==> config.mk <==
export PLATFORM = sky130hd
export DESIGN_NAME = video_addr_gen
export DESIGN_NICKNAME = d
export VERILOG_FILES = /design/src/rtl/video_addr_gen.sv
export SDC_FILE = /design/constraint.sdc
export NUM_CORES = 1
export LEC_CHECK = 0
export ABC_AREA = 1
export CAP_MARGIN = 20
export CORE_MARGIN = 3
export CORE_UTILIZATION = 30
export DETAILED_ROUTE_END_ITERATION = 10
export DONT_BUFFER_PORTS = 1
export PLACE_DENSITY = 0.56
export SYNTH_ARGS = -nofsm -noshare
export SYNTH_HDL_FRONTEND = slang
export SYNTH_SLANG_ARGS = --single-unit
export TNS_END_PERCENT = 50
==> constraint.sdc <==
create_clock -name clk -period 2.5 [get_ports clk]
set_input_delay 0.125 -clock clk [delete_from_list [all_inputs] [get_ports clk]]
set_output_delay 0.125 -clock clk [all_outputs]
set_load 0.03 [all_outputs]
==> src/rtl/video_addr_gen.sv <==
`timescale 1ns/1ps
// Camera stream re-timer: one-cycle registered pass-through with {line, parity, column} pixel addressing and timing checks.
// Optional build macro VIDEO_ADDR_TEST_PATTERN_EN adds pattern_sel, which replaces luma with a 64x32 checkerboard.
module video_addr_gen #(
    parameter int unsigned H_ACTIVE  = 702,
    parameter int unsigned V_ACTIVE  = 288,
    parameter int unsigned ERR_CNT_W = 8
) (
`ifdef VIDEO_ADDR_TEST_PATTERN_EN
    input  logic                 pattern_sel,
`endif
    input  logic                 clk,
    input  logic                 reset,
    input  logic                 in_frame_valid,
    input  logic                 in_line_valid,
    input  logic                 in_data_valid,
    input  logic [7:0]           in_data,
    output logic                 video_frame_valid,
    output logic                 video_line_valid,
    output logic                 video_data_valid,
    output logic [7:0]           video_data_in,
    output logic [19:0]          video_address,
    output logic [9:0]           line_len,
    output logic [8:0]           frame_lines,
    output logic                 frame_done,
    output logic                 geom_err,
    output logic [ERR_CNT_W-1:0] err_cnt
);

    localparam logic [9:0] H_LEN = 10'(H_ACTIVE);
    localparam logic [8:0] V_LEN = 9'(V_ACTIVE);

    typedef enum logic [1:0] {
        IDLE,
        FRAME_GAP,
        IN_LINE
    } state_t;

    state_t                 state_q;
    logic                   fv_q;
    logic                   lv_q;
    logic [9:0]             col_q;
    logic                   col_sat_q;
    logic [8:0]             line_q;
    logic                   par_q;
    logic                   vfv_q;
    logic                   vlv_q;
    logic                   vdv_q;
    logic [7:0]             vdata_q;
    logic [19:0]            addr_q;
    logic [9:0]             line_len_q;
    logic [8:0]             frame_lines_q;
    logic                   frame_done_q;
    logic                   geom_err_q;
    logic [ERR_CNT_W-1:0]   err_cnt_q;

    logic                   frame_rise;
    logic                   frame_open;
    logic                   frame_drop;
    logic                   line_rise;
    logic                   line_open;
    logic                   pix_legal;
    logic [9:0]             col_cur;
    logic [8:0]             line_cur;
    logic                   par_cur;
    logic [7:0]             pix_data;

    // Opening a frame and/or line in this same cycle must already address the
    // pixel present on the inputs, so the "current" fields look through the edge.
    always_comb begin
        frame_rise = in_frame_valid && !fv_q;
        frame_open = (state_q == IDLE) && frame_rise;
        frame_drop = (state_q != IDLE) && !in_frame_valid;
        line_rise  = in_line_valid && !lv_q;
        line_open  = in_frame_valid && line_rise &&
                     ((state_q == FRAME_GAP) || frame_open);
        pix_legal  = in_data_valid && in_frame_valid && in_line_valid &&
                     ((state_q == IN_LINE) || line_open);
        col_cur    = line_open  ? '0 : col_q;
        line_cur   = frame_open ? '0 : line_q;
        par_cur    = frame_open ? !par_q : par_q;
        pix_data   = in_data;
`ifdef VIDEO_ADDR_TEST_PATTERN_EN
        if (pattern_sel) begin
            pix_data = (col_cur[5] ^ line_cur[4]) ? 8'hFF : 8'h00;
        end
`endif
    end

    always_ff @(posedge clk) begin
        if (reset) begin
            state_q       <= IDLE;
            fv_q          <= 1'b0;
            lv_q          <= 1'b0;
            col_q         <= '0;
            col_sat_q     <= 1'b0;
            line_q        <= '0;
            par_q         <= 1'b0;
            vfv_q         <= 1'b0;
            vlv_q         <= 1'b0;
            vdv_q         <= 1'b0;
            vdata_q       <= '0;
            addr_q        <= '0;
            line_len_q    <= '0;
            frame_lines_q <= '0;
            frame_done_q  <= 1'b0;
            geom_err_q    <= 1'b0;
            err_cnt_q     <= '0;
        end else begin
            fv_q         <= in_frame_valid;
            lv_q         <= in_line_valid;
            vfv_q        <= in_frame_valid;
            vlv_q        <= in_frame_valid && in_line_valid;
            vdv_q        <= pix_legal;
            vdata_q      <= pix_data;
            frame_done_q <= 1'b0;

            if (line_open) begin
                col_q     <= '0;
                col_sat_q <= 1'b0;
            end

            // The column sticks at all-ones; only pixels beyond that one are errors.
            if (pix_legal) begin
                addr_q <= {line_cur, par_cur, col_cur};
                if (col_cur != '1) begin
                    col_q <= col_cur + 10'd1;
                end else begin
                    col_q     <= col_cur;
                    col_sat_q <= 1'b1;
                    if (col_sat_q && !line_open) begin
                        geom_err_q <= 1'b1;
                    end
                end
            end

            if (in_data_valid && !pix_legal && (err_cnt_q != '1)) begin
                err_cnt_q <= err_cnt_q + 1'b1;
            end

            case (state_q)
                IDLE: begin
                    if (frame_rise) begin
                        line_q  <= '0;
                        par_q   <= !par_q;
                        state_q <= line_open ? IN_LINE : FRAME_GAP;
                    end
                end
                FRAME_GAP: begin
                    if (frame_drop) begin
                        frame_lines_q <= line_q;
                        frame_done_q  <= 1'b1;
                        if (line_q != V_LEN) begin
                            geom_err_q <= 1'b1;
                        end
                        state_q <= IDLE;
                    end else if (line_open) begin
                        state_q <= IN_LINE;
                    end
                end
                IN_LINE: begin
                    if (frame_drop) begin
                        frame_lines_q <= line_q;
                        frame_done_q  <= 1'b1;
                        if (line_q != V_LEN) begin
                            geom_err_q <= 1'b1;
                        end
                        state_q <= IDLE;
                    end else if (!in_line_valid) begin
                        if (col_q != '0) begin
                            line_len_q <= col_q;
                            if (line_q != '1) begin
                                line_q <= line_q + 9'd1;
                            end
                            if (col_q != H_LEN) begin
                                geom_err_q <= 1'b1;
                            end
                        end
                        state_q <= FRAME_GAP;
                    end
                end
                default: state_q <= IDLE;
            endcase
        end
    end

    assign video_frame_valid = vfv_q;
    assign video_line_valid  = vlv_q;
    assign video_data_valid  = vdv_q;
    assign video_data_in     = vdata_q;
    assign video_address     = addr_q;
    assign line_len          = line_len_q;
    assign frame_lines       = frame_lines_q;
    assign frame_done        = frame_done_q;
    assign geom_err          = geom_err_q;
    assign err_cnt           = err_cnt_q;

endmodule

==> results of run 1 <==
through the flow:
| stage | std cells | setup WS [ns] |
|---|---|---|
| after CTS | 679 | 0.0242 |
| final | 683 | 0.121 |
| after global placement | 652 | 0.203 |
| after floorplan | 493 | 0.245 |
| after global routing | 683 | -0.0698 |
| after detailed placement | 652 | 0.0534 |
power by group through the flow:
stage | Combinational [mW] | Clock, mW | Sequential [mW]
6_report | 0.598 | 1.42 | 1.59
5_1_grt | 0.670 | 1.51 | 1.60
4_1_cts | 0.580 | 1.46 | 1.59
3_5_place_dp | 0.551 | 0 | 1.62
3_3_place_gp | 0.536 | 0 | 1.62
2_1_floorplan | 0.426 | 0 | 1.61
cell usage in the layout (no fill, tap or decap), types with 3 or more instances in the layout:
| master | n |
|---|---|
| sky130_fd_sc_hd__nand4_1 | 14 |
| sky130_fd_sc_hd__nand2_2 | 7 |
| sky130_fd_sc_hd__buf_4 | 14 |
| sky130_fd_sc_hd__ha_1 | 8 |
| sky130_fd_sc_hd__nor2_4 | 5 |
| sky130_fd_sc_hd__clkbuf_16 | 9 |
| sky130_fd_sc_hd__a211oi_2 | 3 |
| sky130_fd_sc_hd__dfxtp_1 | 82 |
| sky130_fd_sc_hd__nand2_1 | 71 |
| sky130_fd_sc_hd__nor3_1 | 6 |
| sky130_fd_sc_hd__inv_1 | 54 |
| sky130_fd_sc_hd__xnor2_1 | 3 |
| sky130_fd_sc_hd__xor2_1 | 6 |
| sky130_fd_sc_hd__dlygate4sd3_1 | 10 |
| sky130_fd_sc_hd__o21ai_0 | 43 |
| sky130_fd_sc_hd__nor2_1 | 70 |
| sky130_fd_sc_hd__clkinv_2 | 3 |
| sky130_fd_sc_hd__nand3_1 | 26 |
| sky130_fd_sc_hd__a21oi_1 | 45 |
critical path, cell delays in order, from the launching register on:
cell	delay, ns
sky130_fd_sc_hd__dfxtp_2	0.35
sky130_fd_sc_hd__inv_1	0.07
sky130_fd_sc_hd__ha_1	0.22
sky130_fd_sc_hd__nand3_1	0.12
sky130_fd_sc_hd__nand2_1	0.10
sky130_fd_sc_hd__nand2_4	0.08
sky130_fd_sc_hd__clkinvlp_4	0.17
sky130_fd_sc_hd__nor2_4	0.17
sky130_fd_sc_hd__ha_2	0.19
sky130_fd_sc_hd__inv_1	0.06
sky130_fd_sc_hd__nor2_4	0.15
sky130_fd_sc_hd__nand3_4	0.11
sky130_fd_sc_hd__nor2_4	0.20
sky130_fd_sc_hd__nand4_1	0.17
sky130_fd_sc_hd__a21oi_1	0.15
flip-flops by register name, summed over array words and instances, names as in the netlist, 2 cells and up:
register       flops
col_q             10
video_data_in      8
frame_lines        9
state_q            2
line_len          10
video_address     20
err_cnt            8
line_q             9
layer usage:
| metal | track usage, % | part of all wire, % | vias to the layer above |
|---|---|---|---|
| met2 | 23.1 | 47 | 99 |
| met4 | 6.52 | 1.9 | 0 |
| li1 | - | - | 1646 |
| met1 | 16.9 | 43 | 1476 |
| met5 | 0 | 0 | - |
| met3 | 4.85 | 8.6 | 14 |
cells by family after synthesis:
logic type	share of synthesized area (%)
AO/OA/AOI/OAI	15.0
AND/OR/NAND/NOR	26.2
adder cells (fa/ha/maj)	3.01
XOR/XNOR	2.11
flip-flops	45.0
buffers and inverters	8.66
how the worst min path moves through the flow:
| stage | startpoint | to | slack, ns | cells past startpoint |
|---|---|---|---|---|
| 2_1_floorplan | in_line_valid | lv_q$_SDFF_PP0_ | 0.23 | 2 |
| 3_3_place_gp | reset | err_cnt[4]$_SDFFE_PP0P_ | 0.20 | 1 |
| 3_5_place_dp | reset | err_cnt[1]$_SDFFE_PP0P_ | 0.20 | 1 |
| 4_1_cts | in_data_valid | err_cnt[6]$_SDFFE_PP0P_ | 0.02 | 4 |
| 5_1_grt | in_data_valid | err_cnt[6]$_SDFFE_PP0P_ | 0.04 | 4 |
| 6_report | in_data_valid | err_cnt[6]$_SDFFE_PP0P_ | 0.03 | 4 |
repair_timing:
item	4_1_cts	5_1_grt
resized for setup	0	12
endpoints found under the hold margin	38	0
endpoints found under the setup margin	0	12
buffers inserted	0	4
hold buffers	11	0
cell type report:
| type | instances | area (µm²) | share of cell area, % |
|---|---|---|---|
| Clock buffer | 9 | 225 | 5.08 |
| Clock inverter | 7 | 91.3 | 2.06 |
| Inverter | 59 | 230 | 5.19 |
| Multi-Input combinational cell | 331 | 1770 | 39.9 |
| Sequential cell | 84 | 1680 | 38.0 |
| Tap cell | 168 | 210 | 4.74 |
| Timing Repair Buffer | 25 | 225 | 5.08 |
==> out/summary.json, run 1 <==
{
  "totalWireLength_um": 9560,
  "netlist_area_um2": 3740,
  "maxClockFrequency_ghz": 0.420,
  "synth.top_cell.area_share_pct": 45.0,
  "relative_max_transition_margin_pct": 58.2,
  "fin_setup_tns_ns": 0,
  "largest_buffer_count_on_any_clock_path": 2,
  "clk_pin_slew_ns": 0.06,
  "drt_drc_violations_left": 0,
  "worst_case_reg_to_reg_path_depth": 14,
  "fp.coreArea_um2": 12100,
  "numClockSinks": 84,
  "pin_count_of_the_biggest_net_entering_global_routing": 39,
  "fin_crit_ns": 2.38,
  "regToRegSetupSlack_ns": 0.12,
  "cts_htree_levels": 3,
  "floorplan.die_area_um2": 13800,
  "pwr-share-comb_pct": 16.6,
  "via_count": 3235,
  "placement_rows": 40,
  "detail-route-antenna-nets": 0,
  "cp.arrival_ns": 2.66,
  "drt-wirelength-per-cell_um": 14.0,
  "crit_path_start": "state_q[0]$_SDFFE_PP0P_",
  "antenna_cells": 0,
  "synth-async-reset-ratio_pct": 0,
  "synthToLayoutAreaGrowth_pct": 18.5,
  "finalWeightedCongestion": 0.914,
  "worstHoldPathType": "input pin to flip-flop",
  "synth_warnings": 0,
  "switching_power_mw": 1.12,
  "worst_ep_required_time_ns": 2.78,
  "average_vias_per_placed_instance": 4.74,
  "timing.rr.end": "geom_err$_SDFF_PP0_",
  "grt_antenna_before_repair": 0,
  "crit_path_max_fanout": 5,
  "dominantRegCellSynth": "sky130_fd_sc_hd__dfxtp_1",
  "clock_tree_from_tritoncts": "done",
  "hold_slack_ns": 0.0349,
  "filler_cell_count": 1265,
  "hold_fails_final_rpt": 0,
  "worst_slew_pin_slew_ns": 0.623,
  "share_seq_of_total_power_pct": 44.1,
  "utilization_pct": 36.6,
  "final_net_count": 532,
  "grt.total_usage_pct": 14.2,
  "cts-buffers-inserted": 9,
  "design.portCount": 73,
  "yosys-top-cells-area": "sky130_fd_sc_hd__dfxtp_1 (45%), sky130_fd_sc_hd__nor2_1 (7.3%), sky130_fd_sc_hd__nand2_1 (7.1%)",
  "type_of_the_worst_setup_path": "flip-flop to flip-flop",
  "postSynthCellCount": 493,
  "worstSetupEndpoint": "geom_err$_SDFF_PP0_",
  "layout.cell_area.non_filler_um2": 4430,
  "clock_tree.root_cell": "sky130_fd_sc_hd__clkbuf_16",
  "post_dp_cell_area_um2": 3930,
  "period_share_pct": 95.2,
  "timing_max_transition_violations_final": 0,
  "synthesized_area_divided_by_synthesized_cell_count_um2": 7.59,
  "syn_nets": 515,
  "worst_clock_skew_ns": 0.00706,
  "worst_r2r_startpoint": "state_q[0]$_SDFFE_PP0P_",
  "synth_area_leader_cell": "sky130_fd_sc_hd__dfxtp_1",
  "vdd_ir_drop_max_mv": 0.343,
  "dp_hpwl_um": 6740,
  "floorplan.initialDensity_pct": 30.9,
  "total_of_endpoints_with_negative_setup_slack_in_the_final_report": 0,
  "drv.max_cap_violation_count": 0,
  "setup.worst_path.start_class": "flip-flop",
  "leakage_nw": 1.67,
  "internal_power_mw": 2.49,
  "numPortBuffers": 0,
  "grt_first_pass_wirelength_um": 15900,
  "die-width_um": 118,
  "clock_power_share_pct": 39.3,
  "synth-edff-count": 0,
  "initialDrtViolationCount": 232,
  "p_sw_share_pct": 31.1,
  "outcome": "finished, final reports clean",
  "grt_overflow": 0,
  "netlist_top_cells_count": "sky130_fd_sc_hd__dfxtp_1 (84), sky130_fd_sc_hd__nor2_1 (73), sky130_fd_sc_hd__nand2_1 (71)",
  "dr.pass1.iters": 4,
  "timing.critical_path.to_type": "flip-flop",
  "yosys_register_bits": 84,
  "synth-seq-area-share_pct": 45.0,
  "number_of_global_route_vias_before_repair": 3189,
  "finalPower_mw": 3.61,
  "worst_skew_pair.late_latency_ns": 0.34,
  "fp.dieH_um": 118,
  "post_synth_num_cell_types": 41,
  "power_density_nw_per_um2": 814,
  "drive_above_1_share_pct": 12.2,
  "yosysMostFrequentCell": "sky130_fd_sc_hd__dfxtp_1"
}
(Power assumes the default switching activity.)
==> run 2: changes to the inputs <==
- clock period: 2.5 -> 2.78 ns (I/O delays scaled with it)
==> out/summary.json, run 2 (synthesis results as in run 1) <==
{
  "fin_setup_tns_ns": 0,
  "timing.rr.end": "geom_err$_SDFF_PP0_",
  "cts_htree_levels": 3,
  "internal_power_mw": 2.22,
  "timing.critical_path.to_type": "flip-flop",
  "preCtsSetupSlack_ns": 0.335,
  "design.portCount": 73,
  "worst_ep_required_time_ns": 3.06,
  "final-seq-area_um2": 1680,
  "period_share_pct": 89.6,
  "rsz0062_at_grt": "no",
  "drt_drc_violations_left": 0,
  "floorplan.initialDensity_pct": 30.9,
  "regToRegSetupSlack_ns": 0.29,
  "leakage_nw": 1.64,
  "grt.total_usage_pct": 14.1,
  "antenna_cells": 0,
  "grt_overflow": 0,
  "worst_skew_pair.late_latency_ns": 0.34,
  "share_seq_of_total_power_pct": 44.4,
  "worst_slew_pin_slew_ns": 0.613,
  "fp.dieH_um": 118,
  "timing_max_transition_violations_final": 0,
  "placed_cells_incl_taps": 648,
  "initialDrtViolationCount": 220,
  "vdd_ir_drop_max_mv": 0.283,
  "hold_path_startpoint": "in_data_valid",
  "maxClockFrequency_ghz": 0.402,
  "power_density_nw_per_um2": 745,
  "layout.cell_area.non_filler_um2": 4340,
  "post_dp_cell_area_um2": 3900,
  "pin_count_of_the_biggest_net_entering_global_routing": 39,
  "number_of_global_route_vias_before_repair": 3098,
  "clock_tree_from_tritoncts": "done",
  "detail-route-antenna-nets": 0,
  "hold_fails_final_rpt": 0,
  "drive_above_1_share_pct": 9.47,
  "clock_power_share_pct": 40.0,
  "dr.pass1.iters": 4,
  "numPortBuffers": 0,
  "die-width_um": 118,
  "outcome": "finished, final reports clean",
  "synthToLayoutAreaGrowth_pct": 16.0,
  "switching_power_mw": 1.01,
  "worst_case_reg_to_reg_path_depth": 14,
  "type_of_the_worst_setup_path": "flip-flop to flip-flop",
  "grt_antenna_before_repair": 0,
  "setup.worst_path.start_class": "flip-flop",
  "via_count": 3191,
  "multi_input_comb_area_um2": 1740,
  "final_cell_mix": "sky130_fd_sc_hd__dfxtp_1 (84), sky130_fd_sc_hd__nor2_1 (72), sky130_fd_sc_hd__nand2_1 (71), sky130_fd_sc_hd__inv_1 (55), sky130_fd_sc_hd__a21oi_1 (45)",
  "crit_path_max_fanout": 6,
  "final_net_count": 524,
  "dp_hpwl_um": 6620,
  "worst_clock_skew_ns": 0.00476,
  "hold_depth": 4,
  "cp.arrival_ns": 2.77,
  "final-instance-count-excl-fill": 675,
  "largest_buffer_count_on_any_clock_path": 2,
  "worstHoldPathType": "input pin to flip-flop",
  "floorplan.die_area_um2": 13800,
  "average_vias_per_placed_instance": 4.73,
  "finalWeightedCongestion": 0.871,
  "numClockSinks": 84,
  "clk_pin_slew_ns": 0.06,
  "relative_max_transition_margin_pct": 58.9,
  "grt_first_pass_wirelength_um": 15700,
  "fp.coreArea_um2": 12100,
  "most_frequent_standard_cell_in_the_layout_excluding_fill_and_tap_cells": "sky130_fd_sc_hd__dfxtp_1",
  "cts-buffers-inserted": 9,
  "worst_r2r_startpoint": "state_q[0]$_SDFFE_PP0P_",
  "p_sw_share_pct": 31.2,
  "drt-wirelength-per-cell_um": 14.1,
  "drv.max_cap_violation_count": 0,
  "total_of_endpoints_with_negative_setup_slack_in_the_final_report": 0,
  "placement_rows": 40,
  "filler_cell_count": 1303,
  "totalWireLength_um": 9490,
  "fin_crit_ns": 2.49,
  "timing.hold.worst_endpoint": "err_cnt[6]$_SDFFE_PP0P_",
  "fin_ws_ns": 0.290,
  "clock_tree.root_cell": "sky130_fd_sc_hd__clkbuf_16",
  "pwr-share-comb_pct": 15.6,
  "largest_reg_flops": 20
}
==> run 2: worst max-delay path by stage <==
stage	start	end	slack (ns)	cells past startpoint
2_1_floorplan	state_q[0]$_SDFFE_PP0P_	col_q[7]$_SDFF_PP0_	0.53	17
6_report	state_q[0]$_SDFFE_PP0P_	geom_err$_SDFF_PP0_	0.29	14
3_5_place_dp	state_q[0]$_SDFFE_PP0P_	geom_err$_SDFF_PP0_	0.33	14
4_1_cts	state_q[0]$_SDFFE_PP0P_	geom_err$_SDFF_PP0_	0.29	14
5_1_grt	state_q[0]$_SDFFE_PP0P_	geom_err$_SDFF_PP0_	0.05	14
3_3_place_gp	state_q[0]$_SDFFE_PP0P_	geom_err$_SDFF_PP0_	0.41	14
==> run 2: cell type report <==
type / instances / share of cell area, %
Tap cell: 168 / 4.85
Inverter: 59 / 5.22
Timing Repair Buffer: 17 / 3.81
Clock inverter: 6 / 2.02
Multi-Input combinational cell: 331 / 40.0
Clock buffer: 10 / 5.28
Sequential cell: 84 / 38.8
==> run 2: worst max-delay path, stage by stage (launching register included) <==
cell and delay, ns:
sky130_fd_sc_hd__dfxtp_1 0.38, sky130_fd_sc_hd__inv_1 0.08, sky130_fd_sc_hd__ha_1 0.22, sky130_fd_sc_hd__nand3_1 0.10, sky130_fd_sc_hd__nand2_1 0.09, sky130_fd_sc_hd__nand2_4 0.06, sky130_fd_sc_hd__inv_1 0.11, sky130_fd_sc_hd__nor2_1 0.17
sky130_fd_sc_hd__ha_1 0.21, sky130_fd_sc_hd__inv_1 0.05, sky130_fd_sc_hd__nor2_1 0.22, sky130_fd_sc_hd__nand3_2 0.16, sky130_fd_sc_hd__nor2_4 0.22, sky130_fd_sc_hd__nand4_1 0.17, sky130_fd_sc_hd__a21oi_1 0.17
==> run 2: power groups by stage <==
stage,clock [mW],combinational [mW],sequential [mW]
floorplan,0,0.383,1.44
global placement,0,0.464,1.46
detailed placement,0,0.474,1.46
CTS,1.33,0.502,1.44
global route,1.38,0.566,1.45
finish,1.29,0.504,1.44
==> run 2: per-stage QoR <==
step / total power [mW] / util (%) / hold slack (ns)
2_1_floorplan: 1.83 / - / 0.246
6_report: 3.23 / 35.8 / 0.0559
3_3_place_gp: 1.93 / 32.2 / 0.213
3_5_place_dp: 1.94 / 32.2 / 0.217
5_1_grt: 3.40 / 35.8 / 0.0733
4_1_cts: 3.27 / 35.8 / 0.0276
==> run 2: routing by layer <==
metal  routed length (µm)  up-vias  track usage [%]
met1                 4200     1465             16.4
met2                 4460       87             22.9
met5                    0        -                0
met4                  175        0             6.52
met3                  658       13             5.57
li1                     -     1626                -
==> run 2: what timing repair did <==
action / 4_1_cts / 5_1_grt
buffers inserted: 0 / 0
resized for setup: 0 / 2
hold buffers: 11 / 0
endpoints found under the hold margin: 38 / 0
setup endpoints to repair: 0 / 4
==> run 3: changes to the inputs <==
- CTS_BUF_LIST: default -> sky130_fd_sc_hd__clkbuf_2 sky130_fd_sc_hd__clkbuf_4 sky130_fd_sc_hd__clkbuf_8
==> out/summary.json, run 3 (synthesis results as in run 1) <==
{
  "filler_cell_count": 1318,
  "drt-wirelength-per-cell_um": 14.0,
  "hold_fails_final_rpt": 0,
  "period_share_pct": 90.0,
  "rsz0062_at_grt": "no",
  "totalWireLength_um": 9480,
  "fin_ws_ns": 0.277,
  "most_frequent_standard_cell_in_the_layout_excluding_fill_and_tap_cells": "sky130_fd_sc_hd__dfxtp_1",
  "average_vias_per_placed_instance": 4.75,
  "placement_rows": 40,
  "floorplan.initialDensity_pct": 30.9,
  "via_count": 3212,
  "fin_crit_ns": 2.50,
  "cp.arrival_ns": 2.81,
  "drt_drc_violations_left": 0,
  "fp.dieH_um": 118,
  "grt_overflow": 0,
  "die-width_um": 118,
  "drv.max_cap_violation_count": 0,
  "dp_hpwl_um": 6620,
  "timing.critical_path.to_type": "flip-flop",
  "total_of_endpoints_with_negative_setup_slack_in_the_final_report": 0,
  "worst_case_reg_to_reg_path_depth": 14,
  "max_stage_delay_ns": 0.39,
  "switching_power_uw": 973,
  "timing.rr.end": "geom_err$_SDFF_PP0_",
  "regToRegSetupSlack_ns": 0.28,
  "relative_max_transition_margin_pct": 59.2,
  "cts_htree_levels": 3,
  "final_cell_mix": "sky130_fd_sc_hd__dfxtp_1 (84), sky130_fd_sc_hd__nor2_1 (72), sky130_fd_sc_hd__nand2_1 (71), sky130_fd_sc_hd__inv_1 (55), sky130_fd_sc_hd__a21oi_1 (45)",
  "internal_power_mw": 1.95,
  "crit_path_max_fanout": 6,
  "hold_path_startpoint": "in_data_valid",
  "worst_skew_pair.late_latency_ns": 0.37,
  "vdd_ir_drop_max_mv": 0.228,
  "dr.pass1.iters": 4,
  "design.portCount": 73,
  "grt_first_pass_wirelength_um": 15700,
  "p_sw_share_pct": 33.3,
  "timing.hold.worst_endpoint": "err_cnt[1]$_SDFFE_PP0P_",
  "multi_input_comb_area_um2": 1740,
  "pin_count_of_the_biggest_net_entering_global_routing": 39,
  "grt.total_usage_pct": 14.0,
  "maxClockFrequency_ghz": 0.399,
  "number_of_global_route_vias_before_repair": 3107,
  "timing.critical_path.mode_cell": "sky130_fd_sc_hd__inv_1",
  "clock_power_share_pct": 33.8,
  "postCtsSetupBuffers": 0,
  "clock_tree.root_cell": "sky130_fd_sc_hd__clkbuf_8",
  "cts-buffers-inserted": 9,
  "final_net_count": 525,
  "numClockSinks": 84,
  "clk_pin_slew_ns": 0.08,
  "numPortBuffers": 0,
  "hold_depth": 3,
  "clock_tree_from_tritoncts": "done",
  "antenna_cells": 0,
  "finalPower_mw": 2.92,
  "initialDrtViolationCount": 228,
  "largest_reg_flops": 20,
  "share_seq_of_total_power_pct": 49.0,
  "timing.critical_path.buf_inv": 3,
  "worst_r2r_startpoint": "state_q[0]$_SDFFE_PP0P_",
  "critical-path-slowest-cell": "sky130_fd_sc_hd__dfxtp_1",
  "type_of_the_worst_setup_path": "flip-flop to flip-flop",
  "timing_max_transition_violations_final": 0,
  "drive_above_1_share_pct": 9.65,
  "preCtsSetupSlack_ns": 0.335,
  "floorplan.die_area_um2": 13800,
  "setup.worst_path.start_class": "flip-flop",
  "final-seq-area_um2": 1680,
  "fp.coreArea_um2": 12100,
  "pwr-share-comb_pct": 17.2,
  "detail-route-antenna-nets": 0,
  "finalWeightedCongestion": 0.871,
  "worstHoldPathType": "input pin to flip-flop",
  "synthToLayoutAreaGrowth_pct": 13.6,
  "timing.critical_path.cells": "inv_1 -> ha_1 -> nand3_1 -> nand2_1 -> nand2_4 -> inv_1 -> nor2_1 -> ha_1 -> inv_1 -> nor2_1 -> nand3_2 -> nor2_4 -> nand4_1 -> a21oi_1",
  "worst_clock_skew_ns": 0.00498,
  "crit_path_start": "state_q[0]$_SDFFE_PP0P_",
  "largest_buffer_count_on_any_clock_path": 2,
  "power_density_nw_per_um2": 688,
  "worst_slew_pin_slew_ns": 0.609,
  "path_delay_family": "simple AND/OR/NAND/NOR gates",
  "outcome": "finished, final reports clean",
  "worst_ep_required_time_ns": 3.09,
  "hold_slack_ns": 0.0499,
  "fin_setup_tns_ns": 0,
  "grt_antenna_before_repair": 0,
  "leakage_nw": 1.61
}
==> run 3: cell count changes in the layout (fill, tap and decap cells not counted), sizes merged <==
cell	change
dlygate4sd3	+1
==> run 3: per-stage QoR <==
step           util, %  std cells  instance area, µm²
6_report          35.1        676                4250
5_1_grt           35.1        676                4250
4_1_cts           35.1        676                4250
3_5_place_dp      32.2        648                3900
3_3_place_gp      32.2        648                3900
2_1_floorplan        -        493                3740
==> run 3: how the worst max path moves through the flow <==
stage               cells after the start  slack [ns]                   to
global placement                       14        0.41  geom_err$_SDFF_PP0_
global route                           14        0.04  geom_err$_SDFF_PP0_
finish                                 14        0.28  geom_err$_SDFF_PP0_
CTS                                    14        0.29  geom_err$_SDFF_PP0_
floorplan                              17        0.53  col_q[7]$_SDFF_PP0_
detailed placement                     14        0.33  geom_err$_SDFF_PP0_
==> run 3: final cells by class <==
class / instances / share of cell area [%]
multi-input combinational: 331 / 40.9
sequential: 84 / 39.6
inverter: 59 / 5.33
tap: 168 / 4.95
timing repair buffer: 18 / 4.12
clock buffer: 10 / 3.09
clock inverter: 6 / 2.06
==> run 3: worst reg2reg max path: cells and delay by family (launching register included) <==
kind	cells	cell delay [ns]
flops	1	0.39
compound gates	1	0.18
buf+inv	3	0.24
fa+ha+maj	2	0.43
simple gates	8	1.21
==> run 3: power by group through the flow <==
stage / Combinational (mW) / Clock, mW / Sequential [mW]
floorplan: 0.383 / 0 / 1.44
global placement: 0.464 / 0 / 1.46
detailed placement: 0.474 / 0 / 1.46
CTS: 0.503 / 1.02 / 1.44
global route: 0.567 / 1.07 / 1.45
finish: 0.503 / 0.987 / 1.43
==> run 3: layer usage <==
| metal | routed length [µm] | vias to the layer above | track usage [%] |
|---|---|---|---|
| met5 | 0 | - | 0 |
| met1 | 4210 | 1493 | 16.3 |
| met2 | 4470 | 82 | 23.0 |
| li1 | - | 1625 | - |
| met3 | 665 | 12 | 5.81 |
| met4 | 139 | 0 | 5.20 |
==> run 3: timing repair <==
action | CTS | global route
setup endpoints to repair | 0 | 4
hold buffers | 12 | 0
hold endpoints to repair | 39 | 0
gates resized for setup | 0 | 2
